--- config.mk ---
export PLATFORM = sky130hd
export DESIGN_NAME = tx_byte_framer
export DESIGN_NICKNAME = d
export VERILOG_FILES = /design/src/rtl/tx_byte_framer.sv
export SDC_FILE = /design/constraint.sdc
export NUM_CORES = 1
export LEC_CHECK = 0
export CORE_MARGIN = 5
export CORE_UTILIZATION = 37
export DETAILED_ROUTE_END_ITERATION = 6
export PLACE_DENSITY = 0.67
export SYNTH_ARGS = -nofsm -noshare
export SYNTH_HDL_FRONTEND = slang
export SYNTH_SLANG_ARGS = --single-unit
--- constraint.sdc ---
create_clock -name sdh_clk -period 6.93 [get_ports sdh_clk]
set_input_delay 1.0395 -clock sdh_clk [delete_from_list [all_inputs] [get_ports sdh_clk]]
set_output_delay 1.0395 -clock sdh_clk [all_outputs]
set_load 0.02 [all_outputs]
--- src/rtl/tx_byte_framer.sv ---
// STM-4 transmit byte framer: inserts A1/A2/J0/B1, muxes overhead and payload,
// scrambles with the frame-synchronous x^7+x^6+1 sequence and computes BIP-8.
module tx_byte_framer #(
    parameter logic [7:0]  A1_BYTE   = 8'hF6,
    parameter logic [7:0]  A2_BYTE   = 8'h28,
    parameter logic [13:0] FRM_BYTES = 14'd9720
) (
    input  logic       sdh_clk,
    input  logic       rst_n,
    input  logic [7:0] tx_payload_i,
    input  logic [7:0] tx_oh_i,
    input  logic [7:0] tx_j0_i,
    input  logic       tx_a1_err_inj,
    input  logic       tx_b1_err_inj,
    output logic [7:0] tx_data_o,
    output logic       tx_payload_req,
    output logic       tx_oh_req,
    output logic       tx_frm_start_o
);
    localparam logic [3:0] LAST_ROW = 4'(FRM_BYTES / 14'd1080 - 14'd1);

    logic [1:0] r_mu;
    logic [8:0] r_col;
    logic [3:0] r_row;
    logic [6:0] r_scr;
    logic [7:0] r_bip;
    logic [7:0] r_b1;
    logic [7:0] r_data;
    logic       r_frm_start;
    logic       r_a1_pend, r_a1_act;
    logic       r_b1_pend, r_b1_act;

    logic       w_wrap, w_idx0, w_oh_slot, w_pay_slot;
    logic       w_a1, w_a2, w_j0, w_b1, w_scr_en, w_scr_seed;
    logic       w_a1_inj, w_b1_inj;
    logic [6:0] w_scr_in;
    logic [7:0] w_raw, w_tx;
    logic [14:0] w_scr_res;

    // Returns {next_state, scrambled_byte}; MSB of the byte meets the sequence first.
    function automatic logic [14:0] scramble(input logic [6:0] st, input logic [7:0] d);
        logic [6:0] s;
        logic [7:0] o;
        s = st;
        o = 8'h00;
        for (int i = 7; i >= 0; i--) begin
            o[i] = d[i] ^ s[6];
            s    = {s[5:0], s[6] ^ s[5]};
        end
        return {s, o};
    endfunction

    assign w_wrap     = (r_row == LAST_ROW) && (r_col == 9'd269) && (r_mu == 2'd3);
    assign w_idx0     = (r_row == 4'd0) && (r_col == 9'd0) && (r_mu == 2'd0);
    assign w_oh_slot  = (r_col <= 9'd8);
    assign w_pay_slot = !w_oh_slot;
    assign w_a1       = (r_row == 4'd0) && (r_col <= 9'd2);
    assign w_a2       = (r_row == 4'd0) && (r_col >= 9'd3) && (r_col <= 9'd5);
    assign w_j0       = (r_row == 4'd0) && (r_col == 9'd6) && (r_mu == 2'd0);
    assign w_b1       = (r_row == 4'd1) && (r_col == 9'd0) && (r_mu == 2'd0);
    assign w_scr_en   = !((r_row == 4'd0) && w_oh_slot);
    assign w_scr_seed = (r_row == 4'd0) && (r_col == 9'd9) && (r_mu == 2'd0);

    assign tx_payload_req = rst_n & w_pay_slot;
    assign tx_oh_req      = rst_n & w_oh_slot & !(w_a1 | w_a2 | w_j0 | w_b1);

    // A request arriving on the index-0 cycle already belongs to the frame being started.
    assign w_a1_inj = w_idx0 ? (r_a1_pend | tx_a1_err_inj) : r_a1_act;
    assign w_b1_inj = w_idx0 ? (r_b1_pend | tx_b1_err_inj) : r_b1_act;

    always_comb begin
        w_raw = tx_payload_i;
        if (w_a1)
            w_raw = w_a1_inj ? 8'h00 : A1_BYTE;
        else if (w_a2)
            w_raw = A2_BYTE;
        else if (w_j0)
            w_raw = tx_j0_i;
        else if (w_b1)
            w_raw = r_b1 ^ {7'd0, w_b1_inj};
        else if (w_oh_slot)
            w_raw = tx_oh_i;
    end

    assign w_scr_in  = w_scr_seed ? 7'h7F : r_scr;
    assign w_scr_res = scramble(w_scr_in, w_raw);
    assign w_tx      = w_scr_en ? w_scr_res[7:0] : w_raw;

    always_ff @(posedge sdh_clk or negedge rst_n) begin
        if (!rst_n) begin
            r_mu        <= 2'd0;
            r_col       <= 9'd0;
            r_row       <= 4'd0;
            r_scr       <= 7'h7F;
            r_bip       <= 8'h00;
            r_b1        <= 8'h00;
            r_data      <= 8'h00;
            r_frm_start <= 1'b0;
            r_a1_pend   <= 1'b0;
            r_a1_act    <= 1'b0;
            r_b1_pend   <= 1'b0;
            r_b1_act    <= 1'b0;
        end else begin
            r_mu <= r_mu + 2'd1;
            if (r_mu == 2'd3) begin
                if (r_col == 9'd269) begin
                    r_col <= 9'd0;
                    r_row <= (r_row == LAST_ROW) ? 4'd0 : r_row + 4'd1;
                end else begin
                    r_col <= r_col + 9'd1;
                end
            end

            r_data      <= w_tx;
            r_frm_start <= w_idx0;
            if (w_scr_en)
                r_scr <= w_scr_res[14:8];

            // BIP covers the bytes as transmitted, including the last one of the frame.
            if (w_wrap) begin
                r_b1  <= r_bip ^ w_tx;
                r_bip <= 8'h00;
            end else begin
                r_bip <= r_bip ^ w_tx;
            end

            if (w_idx0) begin
                r_a1_act  <= r_a1_pend | tx_a1_err_inj;
                r_b1_act  <= r_b1_pend | tx_b1_err_inj;
                r_a1_pend <= 1'b0;
                r_b1_pend <= 1'b0;
            end else begin
                if (tx_a1_err_inj) r_a1_pend <= 1'b1;
                if (tx_b1_err_inj) r_b1_pend <= 1'b1;
                if (w_wrap) begin
                    r_a1_act <= 1'b0;
                    r_b1_act <= 1'b0;
                end
            end
        end
    end

    assign tx_data_o      = r_data;
    assign tx_frm_start_o = r_frm_start;
endmodule

# Yosys cells after proc, flatten, opt, wreduce, memory -nomap -nowiden
# Index checks and enable logic that the tools add are counted.
op_classes:
  addsub: 3
  order_cmp: 4
  n_eq_ne: 6
  n_mux: 20
  bitwise_logic: 26
  reduce_logical: 23
ops:
  columns: ["op", "count"]
  rows:
  - ["8-bit 2-to-1 mux", 8]
  - ["1-bit bitwise XOR", 16]
  - ["1-bit logical AND", 14]
  - ["9-bit by 1-bit adder with 9-bit output (second input constant)", 1]
  - ["9-bit by 3-bit == test with 1-bit output (second input constant)", 1]
  - ["9-bit by 4-bit == test with 1-bit output (second input constant)", 1]
  - ["9-bit == test (second input constant)", 1]
  - ["9-bit by 2-bit >= comparator with 1-bit output (second input constant)", 1]
  - ["9-bit by 2-bit <= comparator with 1-bit output (second input constant)", 1]
  - ["9-bit by 3-bit <= comparator with 1-bit output (second input constant)", 1]
  - ["9-bit by 4-bit <= comparator with 1-bit output (second input constant)", 1]
  - ["9-bit logical NOT", 1]
  - ["1-bit 2-to-1 mux", 9]
  - ["9-bit 2-to-1 mux", 1]
  - ["8-bit by 1-bit bitwise XOR with 8-bit output", 1]
  - ["8-bit bitwise XOR", 1]
  - ["7-bit 2-to-1 mux", 1]
  - ["2-bit nonzero test", 3]
  - ["1-bit OR", 5]
  - ["4-bit by 1-bit adder with 4-bit output (second input constant)", 1]
  - ["4-bit by 1-bit == test with 1-bit output (second input constant)", 1]
  - ["4-bit == test (second input constant)", 1]
  - ["4-bit logical NOT", 1]
  - ["4-bit 2-to-1 mux", 1]
  - ["6 further kinds", 9]
totals:
  regBits: 51
  in_bits: 28
  output_inout_bits: 11

# Longest topological paths before layout
logic_depth:
  depth_word: 13
  depth_mapped: 10
  ltp_nobuf: 9

# Worst setup path before layout
# Ideal clock, no wire load.
synth_timing:
  path_kind: "register to output"
  from: "register r_col[7]"
  to: "output port tx_oh_req"
  arrival_time_ns: 1.883
  path_slack_ns: 4.007
  stages_incl_launch_ff: 6
  path_buffers: 2
  cell_sequence: "dfrtp_1 > or4_1 > buf_6 > a211oi_1 > buf_4 > and4_1"
synth_via:
  elab_chain_cells: 8
  word_cells_on_any_way: 19
synth_lines:
  columns: ["element", "line_no", "rtl"]
  rows:
  - ["from (decl)", "23", "logic [8:0] r_col;"]
  - ["from (signal assigned)", "110", "r_col <= r_col + 9'd1;"]
  - ["9-bit by 2-bit >= comparator with 1-bit output", "58", "assign w_a2 = (r_row == 4'd0) && (r_col >= 9'd3) && (r_col <= 9'd5);"]
  - ["1-bit logical AND (2 in a row)", "58", null]
  - ["1-bit OR (3 in a row)", "65", "assign tx_oh_req = rst_n & w_oh_slot & !(w_a1 | w_a2 | w_j0 | w_b1);"]
  - ["1-bit logical NOT", "65", null]
  - ["1-bit bitwise AND (*)", "65", null]
  - ["to (decl)", "17", "output logic tx_oh_req,"]
# Mark *: on every way between the ends. The rest lies on a longest branch, timed or not.

# Worst setup path after layout
# Same ends and word-level chain as after synthesis.

==> impl_metrics.env <==
export IMPL_cts_tree="yes"
export IMPL_routedWlPerCell_um=15.7
export IMPL_postCtsHoldBufs=0
export IMPL_endpoint="tx_oh_req"
export IMPL_drive_gt1_share_pct=9.88
export IMPL_place_ws_ps=2890
export IMPL_dieArea_mm2=0.00962
export IMPL_finalNetCount=360
export IMPL_syn_area_mm2=0.00287
export IMPL_ant_nets=0
export IMPL_swShare_pct=23.2
export IMPL_yosysMostFrequentCell="dfrtp_1"
export IMPL_hp_class="flip-flop to flip-flop"
export IMPL_slew_violations=0
export IMPL_syn_num_nets=325
export IMPL_cp_slowest_cell="a211oi_2"
export IMPL_worstSetupPathType="flip-flop to primary output"
export IMPL_cts_setup_buffers=0
export IMPL_p_seq_share_pct=52.2
export IMPL_syn2layout_area_growth_pct=20.2
export IMPL_ys_ff_latch=51
export IMPL_synth_edff_count=0
export IMPL_yosys_cell_types_count=56
export IMPL_path_buf_inv=1
export IMPL_rrSetupSlack_ps=3390
export IMPL_syn_inst=288
export IMPL_status="finished, final reports clean"
export IMPL_holdWs_ps=456
export IMPL_initial_core_util_pct=37.5
export IMPL_rr_worst_depth=7
export IMPL_core_mm2=0.00765
export IMPL_netlist_top_cells_area="dfrtp_1 38%, dfstp_2 6.4%, xnor2_1 5.2%, ha_1 3.9%, nor2_1 3.9%"
export IMPL_synth_top_flop_cell="dfrtp_1"
export IMPL_ys_warn_count=0
export IMPL_routed_wl_mm=6.68
export IMPL_cp_data_required_time_ps=5890
export IMPL_r2r_start="r_col[7]"
export IMPL_cp_startpoint="r_col[7]"
export IMPL_track_usage_pct=14.4
export IMPL_setup_tns_final_ps=0
export IMPL_grt_max_degree=39
export IMPL_crit_cells=4
export IMPL_p_leak_nw=1.44
export IMPL_path_max_fanout=11
export IMPL_worst_slew_pin_slew_ps=1030
export IMPL_root_buffer="clkbuf_8"
export IMPL_die_w_um=98.1
export IMPL_synth_top_area_share_pct=38.3
export IMPL_rsz0062_at_grt="no"
export IMPL_clock_fmax_mhz=229
export IMPL_max_stage_delay_ps=930
export IMPL_gr_total_overflow=0
export IMPL_h_tree_depth=2
export IMPL_fp_row_count=32
export IMPL_setup_ws_ps=2560
export IMPL_antenna_found_initial=0
export IMPL_power_density_mw_per_mm2=185
export IMPL_p_clk_share_pct=32.7
export IMPL_drt_iter0_drc=116
export IMPL_cts_sinks=51
export IMPL_power_switching_w=0.000149
export IMPL_synth_common_cells="44 x dfrtp_1, 30 x nor2_1, 28 x nand2_1"
export IMPL_clock_latency_ps=310
export IMPL_vias=2238
export IMPL_share_comb_of_total_power_pct=15.1
export IMPL_first_pass_iters=4
export IMPL_synth_area_leader_cell="dfrtp_1"
export IMPL_worstHoldPathCells=1
export IMPL_placement_io_buffers=38
export IMPL_fin_skew_ps=13.4
export IMPL_setup_worst_path_end_class="primary output"
export IMPL_syn_avg_cell_area_um2=9.97
export IMPL_reg2reg_to="r_b1[3]"
export IMPL_grt_pass1_wl_mm=11.2
export IMPL_path_cells="or4_1, a211oi_2, and4_1, clkdlybuf4s50_1"
export IMPL_gp_congestion=0.876
export IMPL_setup_violations=0
export IMPL_min_period_ps=4370
export IMPL_critPathTopFamily="simple AND/OR/NAND/NOR gates"
export IMPL_relSlewSlack_pct=31.1
export IMPL_post_dp_hpwl_mm=5.02
export IMPL_hold_viol_final=0
export IMPL_post_route_period_util_pct=63.0
export IMPL_antenna_cells=0
export IMPL_grt_pass1_vias=2261
export IMPL_drc_errors=0
export IMPL_maxCapViolCount=0
export IMPL_clkTransAtPathRegs_ps=100
export IMPL_cts_resized=0
export IMPL_vias_per_cell=5.25
export IMPL_p_int_w=0.000492
export IMPL_critPathArrivalTime_ps=3330
export IMPL_async_reset_ff_share_pct=100
export IMPL_ctsLongestPathBuffers=2
export IMPL_ys_seq_area_share_pct=44.7
export IMPL_die_h_um=98.1
export IMPL_peakVddDrop_mv=0.0890
export IMPL_ios=39
export IMPL_cts_buffers=5
export IMPL_start_kind="flip-flop"
==> cells in the final DEF, fill, tap and decap left out, types with 4 or more instances in the layout <==
cell	n
dfrtp_1	44
clkdlybuf4s50_1	37
nor2_1	30
nand2_1	28
o21ai_0	20
xnor2_1	17
xor2_1	11
inv_1	9
a21oi_1	9
ha_1	9
dfstp_2	7
nand3_1	6
a22o_1	6
mux2i_1	5
a22oi_1	5
nor3_1	5
clkbuf_8	5
or3_1	4
o221ai_1	4
==> cell type report <==
cell class              count  area [um^2]
clock inverters             2         37.5
inverters                   9         33.8
fillers                   722         4200
multi-input cells         216         1510
repair buffers             40          390
well taps                 102          128
flip-flops and latches     51         1280
clock buffers               6         72.6
==> logic make-up after synthesis <==
group | Yosys count | synth area share, %
simple gates | 104 | 19.4
compound gates | 64 | 14.9
flops | 51 | 44.7
xor+xnor | 31 | 11.0
buf+inv | 21 | 3.18
fa+ha+maj | 9 | 3.92
mux | 8 | 2.92
==> worst min path at each step <==
stage                     startpoint  endpoint  slack, ps
after floorplan              r_mu[0]   r_mu[0]        420
after global placement       r_mu[0]   r_mu[0]        430
after detailed placement     r_mu[0]   r_mu[0]        440
after CTS                    r_mu[0]   r_mu[0]        460
after global routing         r_mu[0]   r_mu[0]        500
final                        r_mu[0]   r_mu[0]        460
==> power by group through the flow <==
| stage | Sequential (W) | Combinational, W | Clock [W] |
|---|---|---|---|
| 2_1_floorplan | 0.000341 | 0.0000597 | 0 |
| 3_3_place_gp | 0.000339 | 0.0000964 | 0 |
| 3_5_place_dp | 0.000340 | 0.0000981 | 0 |
| 4_1_cts | 0.000335 | 0.0000986 | 0.000213 |
| 5_1_grt | 0.000336 | 0.000105 | 0.000225 |
| 6_report | 0.000334 | 0.0000966 | 0.000209 |
==> per-stage QoR <==
step	utilization [%]	instances	area (um^2)	total power, W
2_1_floorplan	-	288	2870	0.000401
6_report	45.1	426	3450	0.000640
5_1_grt	45.1	426	3450	0.000666
3_3_place_gp	43.7	418	3340	0.000435
4_1_cts	45.1	426	3450	0.000646
3_5_place_dp	43.7	418	3340	0.000439
==> state kept, by name, summed over array words and instances, names as in the netlist <==
register        flops
r_scr               7
r_b1                8
r_mu                2
r_row               4
r_b1_act            1
r_bip               8
r_b1_pend           1
r_a1_pend           1
tx_frm_start_o      1
r_col               9
r_a1_act            1
tx_data_o           8
==> per-layer routing <==
| layer | GRT usage [%] | part of all wire [%] | up-vias |
|---|---|---|---|
| met5 | 0 | 0 | - |
| met4 | 4.15 | 1.3 | 0 |
| met3 | 3.14 | 4.3 | 5 |
| met2 | 22.8 | 45 | 46 |
| met1 | 19.8 | 49 | 1092 |
| li1 | - | - | 1095 |
(Power assumes the default switching activity.)
